--- src/rtl/uart_pkg.sv ---
// Shared types for the UART transmit path: parity selection and the
// transmitter's frame-sequencing states.
package uart_pkg;

  typedef enum logic [1:0] {
    PAR_NONE = 2'd0,
    PAR_ODD  = 2'd1,
    PAR_EVEN = 2'd2
  } parity_t;

  typedef enum logic [2:0] {
    ST_IDLE   = 3'd0,
    ST_START  = 3'd1,
    ST_DATA   = 3'd2,
    ST_PARITY = 3'd3,
    ST_STOP   = 3'd4
  } state_t;

endpackage

--- src/rtl/sync_fifo.sv ---
// Single-clock FIFO with show-ahead read: rd_data always presents the head word,
// so a consumer can pop and use the word in the same cycle.
module sync_fifo #(
  parameter int WIDTH = 8,
  parameter int DEPTH = 4
) (
  input  logic                     clk,
  input  logic                     rst,
  input  logic                     push,
  input  logic [WIDTH-1:0]         wr_data,
  input  logic                     pop,
  output logic [WIDTH-1:0]         rd_data,
  output logic                     full,
  output logic                     empty,
  output logic [$clog2(DEPTH):0]   count
);

  localparam int AW = $clog2(DEPTH);
  localparam int CW = AW + 1;

  logic [WIDTH-1:0] mem [DEPTH];
  logic [AW-1:0]    wr_ptr_reg;
  logic [AW-1:0]    rd_ptr_reg;
  logic [CW-1:0]    count_reg;
  logic             push_ok;
  logic             pop_ok;

  assign full    = (count_reg == CW'(DEPTH));
  assign empty   = (count_reg == '0);
  assign count   = count_reg;
  assign rd_data = mem[rd_ptr_reg];
  // Full is judged on registered occupancy, so a same-cycle pop never frees a slot early.
  assign push_ok = push && !full;
  assign pop_ok  = pop && !empty;

  always_ff @(posedge clk) begin
    if (rst) begin
      wr_ptr_reg <= '0;
      rd_ptr_reg <= '0;
      count_reg  <= '0;
    end else begin
      if (push_ok) wr_ptr_reg <= wr_ptr_reg + AW'(1);
      if (pop_ok)  rd_ptr_reg <= rd_ptr_reg + AW'(1);
      if (push_ok && !pop_ok) begin
        count_reg <= count_reg + CW'(1);
      end else if (pop_ok && !push_ok) begin
        count_reg <= count_reg - CW'(1);
      end
    end
  end

  always_ff @(posedge clk) begin
    if (push_ok) mem[wr_ptr_reg] <= wr_data;
  end

endmodule

--- src/rtl/uart_tx_fifo.sv ---
// Buffered serial transmitter: start bit, LSB-first payload, optional parity,
// one or two stop bits; frames run back-to-back while words are queued.
module uart_tx_fifo
  import uart_pkg::*;
#(
  parameter int      CLOCKS_PER_BAUD = 868,
  parameter int      DATA_BITS       = 8,
  parameter parity_t PARITY          = PAR_NONE,
  parameter int      STOP_BITS       = 1,
  parameter int      FIFO_DEPTH      = 4
) (
  input  logic                          clk,
  input  logic                          rst,
  input  logic [DATA_BITS-1:0]          data_i,
  input  logic                          valid_i,
  output logic                          ready_o,
  output logic [$clog2(FIFO_DEPTH):0]   count_o,
  output logic                          busy_o,
  output logic                          tx
);

  localparam int BAUD_W = (CLOCKS_PER_BAUD > 1) ? $clog2(CLOCKS_PER_BAUD) : 1;
  localparam int IDX_W  = $clog2(DATA_BITS);
  localparam logic [BAUD_W-1:0] BAUD_LOAD = BAUD_W'(CLOCKS_PER_BAUD - 1);
  localparam logic [IDX_W-1:0]  LAST_DATA = IDX_W'(DATA_BITS - 1);
  localparam logic [IDX_W-1:0]  LAST_STOP = IDX_W'(STOP_BITS - 1);

  if (CLOCKS_PER_BAUD < 2) begin : g_bad_cpb
    $error("CLOCKS_PER_BAUD must be at least 2");
  end
  if (DATA_BITS < 5 || DATA_BITS > 9) begin : g_bad_bits
    $error("DATA_BITS must be within 5..9");
  end
  if (STOP_BITS != 1 && STOP_BITS != 2) begin : g_bad_stop
    $error("STOP_BITS must be 1 or 2");
  end
  if (FIFO_DEPTH < 2 || (FIFO_DEPTH & (FIFO_DEPTH - 1)) != 0) begin : g_bad_depth
    $error("FIFO_DEPTH must be a power of two, at least 2");
  end

  state_t                state_reg,  state_next;
  logic [BAUD_W-1:0]     baud_reg,   baud_next;
  logic [IDX_W-1:0]      idx_reg,    idx_next;
  logic [DATA_BITS-1:0]  shift_reg,  shift_next;
  logic                  parity_reg, parity_next;
  logic                  tx_reg,     tx_next;
  logic                  try_pop;
  logic                  fifo_pop;
  logic                  fifo_full;
  logic                  fifo_empty;
  logic [DATA_BITS-1:0]  fifo_data;
  logic                  baud_done;

  sync_fifo #(
    .WIDTH (DATA_BITS),
    .DEPTH (FIFO_DEPTH)
  ) u_fifo (
    .clk     (clk),
    .rst     (rst),
    .push    (valid_i),
    .wr_data (data_i),
    .pop     (fifo_pop),
    .rd_data (fifo_data),
    .full    (fifo_full),
    .empty   (fifo_empty),
    .count   (count_o)
  );

  assign ready_o   = !fifo_full;
  assign busy_o    = (state_reg != ST_IDLE);
  assign tx        = tx_reg;
  assign baud_done = (baud_reg == '0);

  always_ff @(posedge clk) begin
    if (rst) begin
      state_reg  <= ST_IDLE;
      baud_reg   <= '0;
      idx_reg    <= '0;
      shift_reg  <= '0;
      parity_reg <= 1'b0;
      tx_reg     <= 1'b1;
    end else begin
      state_reg  <= state_next;
      baud_reg   <= baud_next;
      idx_reg    <= idx_next;
      shift_reg  <= shift_next;
      parity_reg <= parity_next;
      tx_reg     <= tx_next;
    end
  end

  always_comb begin
    state_next  = state_reg;
    baud_next   = baud_reg;
    idx_next    = idx_reg;
    shift_next  = shift_reg;
    parity_next = parity_reg;
    tx_next     = tx_reg;
    try_pop     = 1'b0;
    fifo_pop    = 1'b0;

    case (state_reg)
      ST_IDLE: begin
        tx_next = 1'b1;
        try_pop = 1'b1;
      end
      ST_START: begin
        if (baud_done) begin
          state_next = ST_DATA;
          baud_next  = BAUD_LOAD;
          idx_next   = '0;
          tx_next    = shift_reg[0];
        end else begin
          baud_next = baud_reg - BAUD_W'(1);
        end
      end
      ST_DATA: begin
        if (baud_done) begin
          baud_next = BAUD_LOAD;
          if (idx_reg == LAST_DATA) begin
            if (PARITY != PAR_NONE) begin
              state_next = ST_PARITY;
              tx_next    = parity_reg;
            end else begin
              state_next = ST_STOP;
              idx_next   = '0;
              tx_next    = 1'b1;
            end
          end else begin
            idx_next   = idx_reg + IDX_W'(1);
            shift_next = shift_reg >> 1;
            tx_next    = shift_reg[1];
          end
        end else begin
          baud_next = baud_reg - BAUD_W'(1);
        end
      end
      ST_PARITY: begin
        if (baud_done) begin
          state_next = ST_STOP;
          baud_next  = BAUD_LOAD;
          idx_next   = '0;
          tx_next    = 1'b1;
        end else begin
          baud_next = baud_reg - BAUD_W'(1);
        end
      end
      ST_STOP: begin
        if (baud_done) begin
          if (idx_reg == LAST_STOP) begin
            state_next = ST_IDLE;
            tx_next    = 1'b1;
            try_pop    = 1'b1;
          end else begin
            idx_next  = idx_reg + IDX_W'(1);
            baud_next = BAUD_LOAD;
          end
        end else begin
          baud_next = baud_reg - BAUD_W'(1);
        end
      end
      default: begin
        state_next = ST_IDLE;
        tx_next    = 1'b1;
      end
    endcase

    // Shared frame launch: from IDLE or straight out of the last stop bit.
    if (try_pop && !fifo_empty) begin
      fifo_pop    = 1'b1;
      state_next  = ST_START;
      baud_next   = BAUD_LOAD;
      tx_next     = 1'b0;
      shift_next  = fifo_data;
      parity_next = (^fifo_data) ^ (PARITY == PAR_ODD);
    end
  end

endmodule

--- config.mk ---
export PLATFORM = sky130hd
export DESIGN_NAME = uart_tx_fifo
export DESIGN_NICKNAME = d
export VERILOG_FILES = /design/src/rtl/uart_pkg.sv /design/src/rtl/sync_fifo.sv /design/src/rtl/uart_tx_fifo.sv
export SDC_FILE = /design/constraint.sdc
export NUM_CORES = 1
export LEC_CHECK = 0
export CORE_MARGIN = 5
export CORE_UTILIZATION = 25
export DETAILED_ROUTE_END_ITERATION = 7
export GPL_TIMING_DRIVEN = 0
export SLEW_MARGIN = 20
export SYNTH_ARGS = -nofsm -noshare
export SYNTH_HDL_FRONTEND = slang
export SYNTH_SLANG_ARGS = --single-unit
--- constraint.sdc ---
create_clock -name clk -period 2.7 [get_ports clk]
set_input_delay 0.405 -clock clk [delete_from_list [all_inputs] [get_ports clk]]
set_output_delay 0.405 -clock clk [all_outputs]
set_load 0.02 [all_outputs]
Word level (Yosys, flattened, before mapping). Memories as Yosys holds them, arrays and structs flattened. A register that Yosys moved wholly into a read port is not among the register bits. Cells that the tools add are included.

RAM bits: 32. Memories kept: 1. Output and inout port bits: 6. Bits of input ports: 11. Register bits after elaboration: 32.

Muxes and demuxes: 41. Bitwise logic cells: 1. Reduce and logical (&&, ||, !) cells: 30. $add $sub $neg: 6. Eq/ne operators: 24.

Memory list: u_fifo.mem (words 4, bits a word 8, read ports 1, clocked after Yosys merged registers in 1, wr ports 1, RTL line sync_fifo.sv:21) `logic [WIDTH-1:0] mem [DEPTH];`.

Operators with widths (count): 2-to-1 mux 10 bit (4); 2-to-1 mux 3 bit (13); 2-to-1 mux 8 bit (4); != test 3 bit (second input constant) (7); case mux 10 bit (2 select lines) (1); != test 2 bit (second input constant) (8); case mux 3 bit (5 select lines) (1); AND reduction 7 bit (2); 2-to-1 mux 1 bit (13); logical NOT 10 bit (1); AND reduction 5 bit (2); subtractor 10 x 1 -> 10 bit (second input constant) (1); == test 3 bit (second input constant) (3); logical NOT 3 bit (3); case mux 3 bit (3 select lines) (1); nonzero test 3 bit (3); nonzero test 2 bit (4); adder 3 x 1 -> 3 bit (second input constant) (2); == test 3 x 2 -> 1 bit (second input constant) (2); logical AND 1 bit (5); adder 2 x 1 -> 2 bit (second input constant) (2); logical NOT 1 bit (4); 2-to-1 mux 2 bit (2); != test 2 x 1 -> 1 bit (second input constant) (2); 10 further kinds (12).

Logic depth before layout (Yosys ltp).
Depth in word-level cells: 10. Mapped depth: 12. Mapped depth without buffers: 11.

Hierarchy. From an unflattened synthesis, not the netlist that was laid out.

Cell total of the unflattened synthesis: 269. Area total of the unflattened synthesis: 3119.2 um^2.

By module, submodules not included: sync_fifo (area each 1620.3 um^2, instances 1, cells an instance 90); uart_tx_fifo (area each 1498.9 um^2, instances 1, cells an instance 179).

Least setup slack after synthesis. Ideal clock, no wire load.

Path kind: reg-to-reg. From: reg baud_reg[2]. To: reg u_fifo.count_reg[2] (netlist: u_fifo.count[2]). Data required time: 2.628 ns. Data arrival time: 2.696 ns. Period minus slack after synthesis: 2.768 ns. Stages on the path, launching flop included: 12. Path slack: -0.068 ns. Setup time: 0.072 ns. Path through: dfxtp_1 or4_4 buf_6 o41ai_4 and2_4 buf_12 inv_4 ha_1 fa_1 xnor2_1 or3_1 a21oi_1.

Longest elaborated chain between the ends: 9. Elaborated cells between the ends (all ways): 11. Classes of those cells: mux (4); reduce/logical (7).

RTL lines: start: declaration (RTL line uart_tx_fifo.sv:42) `logic [BAUD_W-1:0] baud_reg, baud_next;`; start signal: assignment (RTL line uart_tx_fifo.sv:84) `baud_reg <= baud_next;`; logical NOT 10 bit (*) (RTL line uart_tx_fifo.sv:72) `assign baud_done = (baud_reg == '0);`; 2-to-1 mux 1 bit (*) (RTL line uart_tx_fifo.sv:149) `if (baud_done) begin`; case mux 1 bit (2 select lines) (*) (RTL line uart_tx_fifo.sv:102) `case (state_reg)`; logical AND 1 bit (*) (RTL line uart_tx_fifo.sv:169) `if (try_pop && !fifo_empty) begin`; 2-to-1 mux 1 bit (*) (RTL line uart_tx_fifo.sv:169); logical AND 1 bit (*) (RTL line sync_fifo.sv:34) `assign pop_ok = pop && !empty;`; logical NOT 1 bit (RTL line sync_fifo.sv:44) `if (push_ok && !pop_ok) begin`; logical AND 1 bit (RTL line sync_fifo.sv:44); 2-to-1 mux 3 bit or nonzero test 2 bit (tied branches); end signal: assignment (RTL line sync_fifo.sv:45) `count_reg <= count_reg + CW'(1);`; end signal: assignment (RTL line sync_fifo.sv:47) `count_reg <= count_reg - CW'(1);`; end: declaration (RTL line sync_fifo.sv:24) `logic [CW-1:0] count_reg;`.

Every way passes the cells marked *; elsewhere a longest branch is shown, timed or not. A chain may end at the register's enable or synchronous reset.

Final worst setup path.
From: reg baud_reg[7]. To: reg u_fifo.count_reg[2] (netlist: u_fifo.count[2]).

The elaborated chain is that of the path after synthesis.

==> results.cfg <==
[yosys]
syn_area_mm2 = 0.00304
syn_avg_cell_area_um2 = 12.2
synth_enable_flop_cells = 32
ys_seq_elements = 66
ys_warn_count = 0
ys_seq_area_frac = 0.539
async_flop_share = 0
syn_inst = 249
synth_nets = 271
synth_ff_type = dfxtp_1
ys_types = 57

[floorplanning]
dieArea_mm2 = 0.0145
die_x_um = 120
rows = 40
design.portCount = 17
die_h_um = 120
start_util = 0.254
core-area_mm2 = 0.0120

[clock_tree]
clkTransAtPathRegs_ps = 60
clk_path_buf_depth = 2
tritoncts = built
cts-root-buf = clkbuf_16
cts_hold_buf = 0
cts_made_buffers = 9
insertion_delay_ps = 330
clkSinkCount = 66
htree_levels = 3

[worst_hold_path]
hold_depth = 2
hold-path-endpoint = shift_reg[3]
hold_class = flip-flop to flip-flop
hold_path.startpoint = shift_reg[3]

[worst_setup_path]
startpoint_type = flip-flop
crit_required_ps = 2950
r2r_cells = 9
critPathArrivalTime_ps = 2830
critPathMaxStageDelay_ps = 410
crit_path_max_fanout = 4
critical_path_class = flip-flop to flip-flop
crit_chain = or3_4 -> o41ai_4 -> and2_4 -> inv_8 -> ha_4 -> fa_2 -> xnor2_2 -> or3_1 -> a21oi_1
r2r_slack_ps = 130
r2r-start = baud_reg[7]
end_kind = flip-flop
r2r-end = u_fifo.count[2]
slowest_stage = or3_4

[placed_design]
gp_congestion = 0.801
place_area_mm2 = 0.00339
dp_hpwl_um = 4080
io_buffer_count = 16

[grt]
groute.usage.overall = 0.0864
grt_overflow_total = 0
antenna_found_initial = 0
grt_max_degree = 15
grt_pass1_wl_um = 9870
grt_pass1_vias = 2038

[sta]
setup_viol = 0
hold_viol_final = 0
skew_ps = 6.81
slew_headroom = 0.536
drv_slew = 0
fin_crit_sh = 0.953
tightest_slew_ps = 696
period_minus_slack_ps = 2570
fmax_ghz = 0.389

[flow_run]
cap_violations = 0

[final_layout]
layout-drive-gt1-share = 0.213
antenna_cells = 0
area_delta_synth_final_pct = 23.0
fillCellCount = 1151
nNetsFinal = 304
final_area_mm2 = 0.00374
largest_reg_flops = 32

[power]
p_leak_nw = 1.30
ir_drop_mv = 0.447
p_per_area_mw_per_mm2 = 1120
totalPowerFinal_mw = 4.21

[routing]
drt_iter0_markers = 144
ant_nets = 0
routed_wl_um = 5860
dr.pass1.iters = 4
vias = 2001
wl_per_cell_um = 13.5
drc = 0
via_per_inst = 4.61

[run_status]
status = finished clean
[synthesized netlist by cell type, types with 2 or more instances]
library cell	count	area [um^2]
mux2i_1	3	30.0
and2_4	2	17.5
edfxtp_1	32	961
xnor2_1	5	43.8
buf_1	2	7.51
nand3_1	7	35.0
nor3_1	3	15.0
dfxtp_1	34	681
o21ai_0	6	30.0
o31ai_1	2	15.0
mux2_2	2	22.5
nand4_1	2	12.5
a21oi_2	7	61.3
a22oi_1	7	52.6
a21oi_1	15	75.1
mux4_2	8	180
nor4_1	3	18.8
nand2b_1	4	25.0
buf_12	2	40.0
clkbuf_1	7	26.3
inv_1	9	33.8
nand3b_1	3	22.5
and3_1	6	37.5
nand2_1	10	37.5
a211oi_1	2	15.0
o21bai_1	2	15.0
nor2_1	20	75.1
and2_1	2	12.5
ha_1	10	125
xor2_1	5	43.8
[routing by layer]
metal | routed length, um | vias up | part of all wire | GRT usage
li1 | - | 993 | - | -
met1 | 2580 | 968 | 0.44 | 0.100
met2 | 2990 | 29 | 0.51 | 0.151
met3 | 209 | 11 | 0.036 | 0.0253
met4 | 87 | 0 | 0.015 | 0.0326
met5 | 0 | - | 0 | 0
[cell type report]
class                   count  area, um^2  area share
flip-flops and latches     66        1650       0.440
multi-input cells         160        1300       0.348
clock buffers               9         225      0.0602
repair buffers             24         220      0.0588
well taps                 147         184      0.0491
clock inverters             7        60.1      0.0160
plain buffers              11        58.8      0.0157
inverters                  10        45.0      0.0120
[logic make-up (layout without fill, tap and decap cells)]
logic type               count (synthesis)  after routing  share of synthesized area
XOR/XNOR                                10             10                     0.0288
multiplexers                            13             13                     0.0765
AND/OR/NAND/NOR                         75             75                      0.142
adder cells (fa/ha/maj)                 11             11                     0.0477
buffers and inverters                   23             61                     0.0428
AO/OA/AOI/OAI                           51             51                      0.123
flip-flops                              66             66                      0.539
[cells in the final DEF, fill, tap and decap left out, types with 4 or more instances in the layout]
| cell | netlist | layout |
|---|---|---|
| clkbuf_1 | 7 | 7 |
| and3_1 | 6 | 6 |
| nor2_1 | 20 | 20 |
| clkbuf_16 | 0 | 9 |
| a21oi_1 | 15 | 15 |
| o21ai_0 | 6 | 6 |
| xnor2_1 | 5 | 4 |
| edfxtp_1 | 32 | 32 |
| xor2_1 | 5 | 5 |
| a22oi_1 | 7 | 7 |
| mux4_2 | 8 | 8 |
| inv_1 | 9 | 9 |
| nand3_1 | 7 | 7 |
| dfxtp_1 | 34 | 31 |
| a21oi_2 | 7 | 7 |
| clkdlybuf4s50_1 | 0 | 16 |
| nand2_1 | 10 | 10 |
| buf_4 | 0 | 8 |
| ha_1 | 10 | 9 |
[critical path, delay by kind of cell, from the launching register on]
family / cells / cell delay, ps
buf+inv: 1 / 40
compound gates: 2 / 520
simple gates: 3 / 950
flops: 1 / 340
fa+ha+maj: 2 / 510
xor+xnor: 1 / 140
[power by group]
group	leakage, nW	internal (mW)	total (mW)	switching [mW]
sequential	0.574	1.27	1.41	0.133
combinational	0.594	0.797	1.71	0.909
clock	0.131	0.636	1.09	0.458
[worst max path at each step]
stage,start,end,slack (ps),depth (start not counted)
after floorplan,baud_reg[2],u_fifo.count[2],-70,11
after global placement,baud_reg[2],u_fifo.count[2],-190,11
after detailed placement,baud_reg[2],u_fifo.count[2],-230,11
after CTS,baud_reg[2],u_fifo.count[2],-7,9
after global routing,baud_reg[0],u_fifo.count[2],-10,11
final,baud_reg[7],u_fifo.count[2],130,9
[through the flow]
stage          TNS, ps  cells  hold slack (ps)  setup WS, ps   util
3_3_place_gp      -192    412              449          -190  0.283
3_5_place_dp      -258    412              452          -229  0.283
6_report             0    434              459           127  0.313
2_1_floorplan    -68.3    249              441         -68.3      -
5_1_grt          -14.7    434              488         -14.7  0.313
4_1_cts          -6.65    433              460         -6.65  0.312
[timing repair]
item                                    CTS  global route
endpoints found under the setup margin    2             1
setup buffers                             7             1
gates resized for setup                  10             2
endpoints found under the hold margin     0             0
pin swaps                                 6             3
No activity file was read; power rests on OpenSTA's default activity.
